[src/rtl/mfp_timer_regs.sv]
// mfp_timer_regs: CTRL/COUNT/COMPARE/STATUS register block for a 32-bit up-counting timer with match IRQ.
// Define MFP_TIMER_PRESCALER_EN to add the 8-bit prescaler (CTRL[15:8]); default build ticks every enabled cycle.
module mfp_timer_regs #(
  parameter int unsigned ADDR_WIDTH    = 2,
  parameter logic [31:0] RESET_COMPARE = 32'hFFFFFFFF
) (
  input  logic                  HCLK,
  input  logic                  HRESET,
  input  logic                  read_enable,
  input  logic [ADDR_WIDTH-1:0] read_addr,
  input  logic                  write_enable,
  input  logic [ADDR_WIDTH-1:0] write_addr,
  input  logic [3:0]            write_mask,
  input  logic [31:0]           HWDATA,
  output logic [31:0]           HRDATA,
  output logic                  IRQ
);

  localparam logic [ADDR_WIDTH-1:0] A_CTRL    = ADDR_WIDTH'(0);
  localparam logic [ADDR_WIDTH-1:0] A_COUNT   = ADDR_WIDTH'(1);
  localparam logic [ADDR_WIDTH-1:0] A_COMPARE = ADDR_WIDTH'(2);
  localparam logic [ADDR_WIDTH-1:0] A_STATUS  = ADDR_WIDTH'(3);

  logic        en_q, en_d;
  logic        irqen_q, irqen_d;
  logic        autoreload_q, autoreload_d;
  logic [31:0] count_q, count_d;
  logic [31:0] compare_q, compare_d;
  logic        match_q, match_d;
  logic [31:0] hrdata_q, hrdata_d;
`ifdef MFP_TIMER_PRESCALER_EN
  logic [7:0]  prescale_q, prescale_d;
  logic [7:0]  pcnt_q, pcnt_d;
`endif

  logic        tick;
  logic        wr_ctrl, wr_count, wr_compare, wr_status;
  logic        match_hit;
  logic        match_clr;
  logic [31:0] count_inc;
  logic [31:0] ctrl_rd;
  logic [31:0] rd_mux;

  function automatic logic [31:0] merge_bytes(input logic [31:0] old_v,
                                              input logic [31:0] new_v,
                                              input logic [3:0]  mask);
    logic [31:0] r;
    r = old_v;
    for (int b = 0; b < 4; b++) begin
      if (mask[b]) r[8*b +: 8] = new_v[8*b +: 8];
    end
    return r;
  endfunction

  always_comb begin
    wr_ctrl    = write_enable && (write_addr == A_CTRL);
    wr_count   = write_enable && (write_addr == A_COUNT);
    wr_compare = write_enable && (write_addr == A_COMPARE);
    wr_status  = write_enable && (write_addr == A_STATUS);
  end

`ifdef MFP_TIMER_PRESCALER_EN
  always_comb begin
    tick   = en_q && (pcnt_q == prescale_q);
    pcnt_d = 8'd0;
    if (en_q && !tick) pcnt_d = pcnt_q + 8'd1;
    prescale_d = prescale_q;
    if (wr_ctrl && write_mask[1]) prescale_d = HWDATA[15:8];
    ctrl_rd = {16'd0, prescale_q, 5'd0, autoreload_q, irqen_q, en_q};
  end
`else
  always_comb begin
    tick    = en_q;
    ctrl_rd = {29'd0, autoreload_q, irqen_q, en_q};
  end
`endif

  always_comb begin
    en_d         = en_q;
    irqen_d      = irqen_q;
    autoreload_d = autoreload_q;
    if (wr_ctrl && write_mask[0]) begin
      en_d         = HWDATA[0];
      irqen_d      = HWDATA[1];
      autoreload_d = HWDATA[2];
    end

    compare_d = compare_q;
    if (wr_compare) compare_d = merge_bytes(compare_q, HWDATA, write_mask);

    // A bus write to COUNT wins over the tick for the whole register, so it also suppresses that tick's match.
    count_inc = count_q + 32'd1;
    match_hit = tick && !wr_count && (count_inc == compare_q);
    count_d   = count_q;
    if (wr_count) begin
      count_d = merge_bytes(count_q, HWDATA, write_mask);
    end else if (tick) begin
      count_d = (match_hit && autoreload_q) ? 32'd0 : count_inc;
    end

    match_clr = wr_status && write_mask[0] && HWDATA[0];
    match_d   = match_hit || (match_q && !match_clr);
  end

  always_comb begin
    rd_mux = 32'd0;
    if (read_addr == A_CTRL)    rd_mux = ctrl_rd;
    if (read_addr == A_COUNT)   rd_mux = count_q;
    if (read_addr == A_COMPARE) rd_mux = compare_q;
    if (read_addr == A_STATUS)  rd_mux = {31'd0, match_q};
    hrdata_d = read_enable ? rd_mux : hrdata_q;
  end

  always_ff @(posedge HCLK) begin
    if (HRESET) begin
      en_q         <= 1'b0;
      irqen_q      <= 1'b0;
      autoreload_q <= 1'b0;
      count_q      <= 32'd0;
      compare_q    <= RESET_COMPARE;
      match_q      <= 1'b0;
      hrdata_q     <= 32'd0;
`ifdef MFP_TIMER_PRESCALER_EN
      prescale_q   <= 8'd0;
      pcnt_q       <= 8'd0;
`endif
    end else begin
      en_q         <= en_d;
      irqen_q      <= irqen_d;
      autoreload_q <= autoreload_d;
      count_q      <= count_d;
      compare_q    <= compare_d;
      match_q      <= match_d;
      hrdata_q     <= hrdata_d;
`ifdef MFP_TIMER_PRESCALER_EN
      prescale_q   <= prescale_d;
      pcnt_q       <= pcnt_d;
`endif
    end
  end

  assign HRDATA = hrdata_q;
  assign IRQ    = match_q && irqen_q;

endmodule

[config.mk]
export PLATFORM = sky130hd
export DESIGN_NAME = mfp_timer_regs
export DESIGN_NICKNAME = d
export VERILOG_FILES = /design/src/rtl/mfp_timer_regs.sv
export SDC_FILE = /design/constraint.sdc
export NUM_CORES = 1
export LEC_CHECK = 0
export ABC_AREA = 0
export CORE_MARGIN = 3
export CORE_UTILIZATION = 53
export CTS_CLUSTER_DIAMETER = 50
export CTS_CLUSTER_SIZE = 14
export DETAILED_ROUTE_END_ITERATION = 10
export PLACE_DENSITY = 0.77
export SLEW_MARGIN = 20
export SYNTH_ARGS = -nofsm -noshare
export SYNTH_HDL_FRONTEND = slang
export SYNTH_SLANG_ARGS = --single-unit
[constraint.sdc]
create_clock -name HCLK -period 4.3 [get_ports HCLK]
set_input_delay 0.86 -clock HCLK [delete_from_list [all_inputs] [get_ports HCLK]]
set_output_delay 0.86 -clock HCLK [all_outputs]
set_load 0.005 [all_outputs]
==> flow_metrics.env <==
export IMPL_cts_sinks=100
export IMPL_synth_seq_cells=100
export IMPL_synth_compound_area_share_pct=20.9
export IMPL_hold_buffers=0
export IMPL_grt_start_max_net_pins=64
export IMPL_worst_slew_pin_slew_ps=951
export IMPL_clk_pin_slew_ps=100
export IMPL_status="finished, final reports clean"
export IMPL_synth_cell_types=56
export IMPL_endpoint_kind="flip-flop"
export IMPL_post_route_min_period_ps=3680
export IMPL_vdd_drop_max_uv=149
export IMPL_finalNetCount=819
export IMPL_start_util_pct=55.2
export IMPL_cp_start_kind="flip-flop"
export IMPL_vias_per_cell=6.39
export IMPL_setup_viol=0
export IMPL_grt_pass1_vias=5438
export IMPL_dp_hpwl_mm=12.0
export IMPL_power_mw=2.12
export IMPL_slowest_stage="nor4_2"
export IMPL_synth_top_area_share_pct=34.7
export IMPL_critPathBufInv=1
export IMPL_clkLatencyLatePin_ps=380
export IMPL_cts_buffer_depth=2
export IMPL_slew_headroom_pct=36.6
export IMPL_synth_xor_area_share_pct=6.98
export IMPL_path_common_cell="nor4_2"
export IMPL_hp_class="reg -> reg"
export IMPL_final_antenna_net_count=0
export IMPL_ff_latch_area_mm2=0.00200
export IMPL_dieArea_mm2=0.0122
export IMPL_finalHoldViolations=0
export IMPL_dr_pass1_iters=6
export IMPL_grt_setup_unrepaired="false"
export IMPL_synth_edff_count=0
export IMPL_synth_warning_count=0
export IMPL_synthTopCellsByArea="dfxtp_1 (35%), nand2_1 (7.3%), nand3_1 (4.9%)"
export IMPL_chipHeight_um=110
export IMPL_syn2layout_area_growth_pct=16.2
export IMPL_syn_cell_area_mm2=0.00577
export IMPL_antenna_found_initial=0
export IMPL_synth_cells=745
export IMPL_row_count=37
export IMPL_cp_slowest_stage_delay_ps=510
export IMPL_cellPowerDensity_mw_per_mm2=316
export IMPL_wl_per_cell_um=18.8
export IMPL_ys_seq_area_share_pct=34.7
export IMPL_critPathMaxFanout=26
export IMPL_synth_flop_cell="dfxtp_1"
export IMPL_io_pins=77
export IMPL_synth_async_reset_ratio_pct=0
export IMPL_gp_congestion=0.987
export IMPL_crit_family="simple AND/OR/NAND/NOR gates"
export IMPL_skew_ps=9.57
export IMPL_ctsResizeCount=0
export IMPL_core_mm2=0.0105
export IMPL_drv_slew=0
export IMPL_cts_tree="built"
export IMPL_layout_worst_path_cycle_share_pct=85.6
export IMPL_synth_top_area_cell="dfxtp_1"
export IMPL_antennaDiodeCount=0
export IMPL_drc=0
export IMPL_hold_depth=2
export IMPL_synthSimpleGateAreaFrac_pct=29.8
export IMPL_postCtsSetupBuffers=0
export IMPL_max_freq_mhz=272
export IMPL_synthAdderAreaFrac_pct=0.217
export IMPL_clockRootBuffer="clkbuf_8"
export IMPL_grt_overflow_total=0
export IMPL_postSynthAreaPerCell_um2=7.75
export IMPL_die_width_um=110
export IMPL_synth_fp_nets=790
export IMPL_first_iter_violations=470
export IMPL_vias=5840
export IMPL_n_fill_cell=943
export IMPL_setup_tns_ps=0
export IMPL_drive_gt1_share_pct=6.04
export IMPL_cp_required_ps=4610
export IMPL_multi_input_area_mm2=0.00345
export IMPL_r2r_cells=12
export IMPL_p_leak_nw=2.30
export IMPL_finalWirelength_mm=17.2
export IMPL_cp_arrival_ps=3990
export IMPL_synth_common_cells="nand2_1 (112), dfxtp_1 (100), nand3_1 (57), nor2_1 (54), clkbuf_1 (48)"
export IMPL_h_tree_depth=3
export IMPL_synthMuxAreaShare_pct=1.60
export IMPL_track_usage_pct=29.2
export IMPL_synth_top_family_by_area="simple AND/OR/NAND/NOR gates"
export IMPL_io_buffers=76
export IMPL_crit_cells=12
export IMPL_maxCapViolCount=0
export IMPL_path_cells="ha_1 > nand4_2 > nor4_2 > nand4_1 > and3_1 > o22ai_1 > nor4_2 > and4_1 > nor2_4 > buf_4 > nand3_1 > a31oi_1"
export IMPL_worst_setup_path_type="reg -> reg"
export IMPL_yosysMostFrequentCell="nand2_1"
export IMPL_grt_pass1_wl_mm=27.8
export IMPL_numCtsBuffers=9
-- through the flow --
stage	hold slack, ps	utilization, %	cells	area (µm²)	setup WS [ps]
after floorplan	455	-	745	5770	1280
after global placement	473	62.0	899	6490	753
after detailed placement	478	62.0	899	6490	675
after CTS	491	64.0	914	6700	668
after global routing	513	64.1	914	6710	245
final	489	64.1	914	6710	619
-- path summary, 6_finish.rpt --
check	slack [ps]	to	startpoint
setup reg to reg	620	count_q[22]$_SDFFE_PP0P_	count_q[0]$_SDFFE_PP0P_
hold / removal	490	HRDATA[12]$_SDFFE_PP0P_	HRDATA[12]$_SDFFE_PP0P_
setup / recovery	620	count_q[22]$_SDFFE_PP0P_	count_q[0]$_SDFFE_PP0P_
hold reg to reg	490	HRDATA[12]$_SDFFE_PP0P_	HRDATA[12]$_SDFFE_PP0P_
-- where the power goes --
group	internal [mW]	total, mW	leakage [nW]	switching, mW
Combinational	0.179	0.372	1.38	0.193
Sequential	0.987	1.08	0.820	0.0960
Clock	0.325	0.661	0.102	0.336
-- worst min-delay path, stage by stage, from the launching register on --
cell,delay (ps)
dfxtp_1,320
nor2_1,80
a211oi_1,50
-- cell families after synthesis --
kind of cell / Yosys count
buf+inv: 78
fa+ha+maj: 1
xor+xnor: 46
flops: 100
simple gates: 344
compound gates: 168
mux: 8
-- registers in the layout, indices dropped and copies added (netlist names) --
register      count
en_q              1
HRDATA           32
irqen_q           1
count_q          32
match_q           1
autoreload_q      1
compare_q        32
-- final cells by class --
class	count	share of cell area [%]
multi-input cells	567	51.4
inverters	8	0.448
clock buffers	9	1.85
well taps	136	2.54
clock inverters	6	1.32
flip-flops and latches	100	29.9
repair buffers	88	12.6
-- per-layer routing --
layer	track usage [%]	routed length (µm)	share of wire (%)
met1	41.0	7750	45
met3	5.77	1270	7.4
met5	0	0	0
met4	11.6	378	2.2
met2	44.0	7790	45
-- placed cells by master, fill, tap and decap left out, types with 13 or more instances in the layout --
cell type        instances
nand4_1                 17
dfxtp_1                100
clkdlybuf4s50_1         74
xor2_1                  14
buf_4                   13
nor3_1                  31
o21ai_0                 20
a21oi_1                 20
and3_1                  13
nand3_1                 57
nand2_1                112
xnor2_1                 32
a32oi_1                 27
nor2_1                  54
a22oi_1                 34
a211oi_1                34
(Power assumes the default switching activity.)
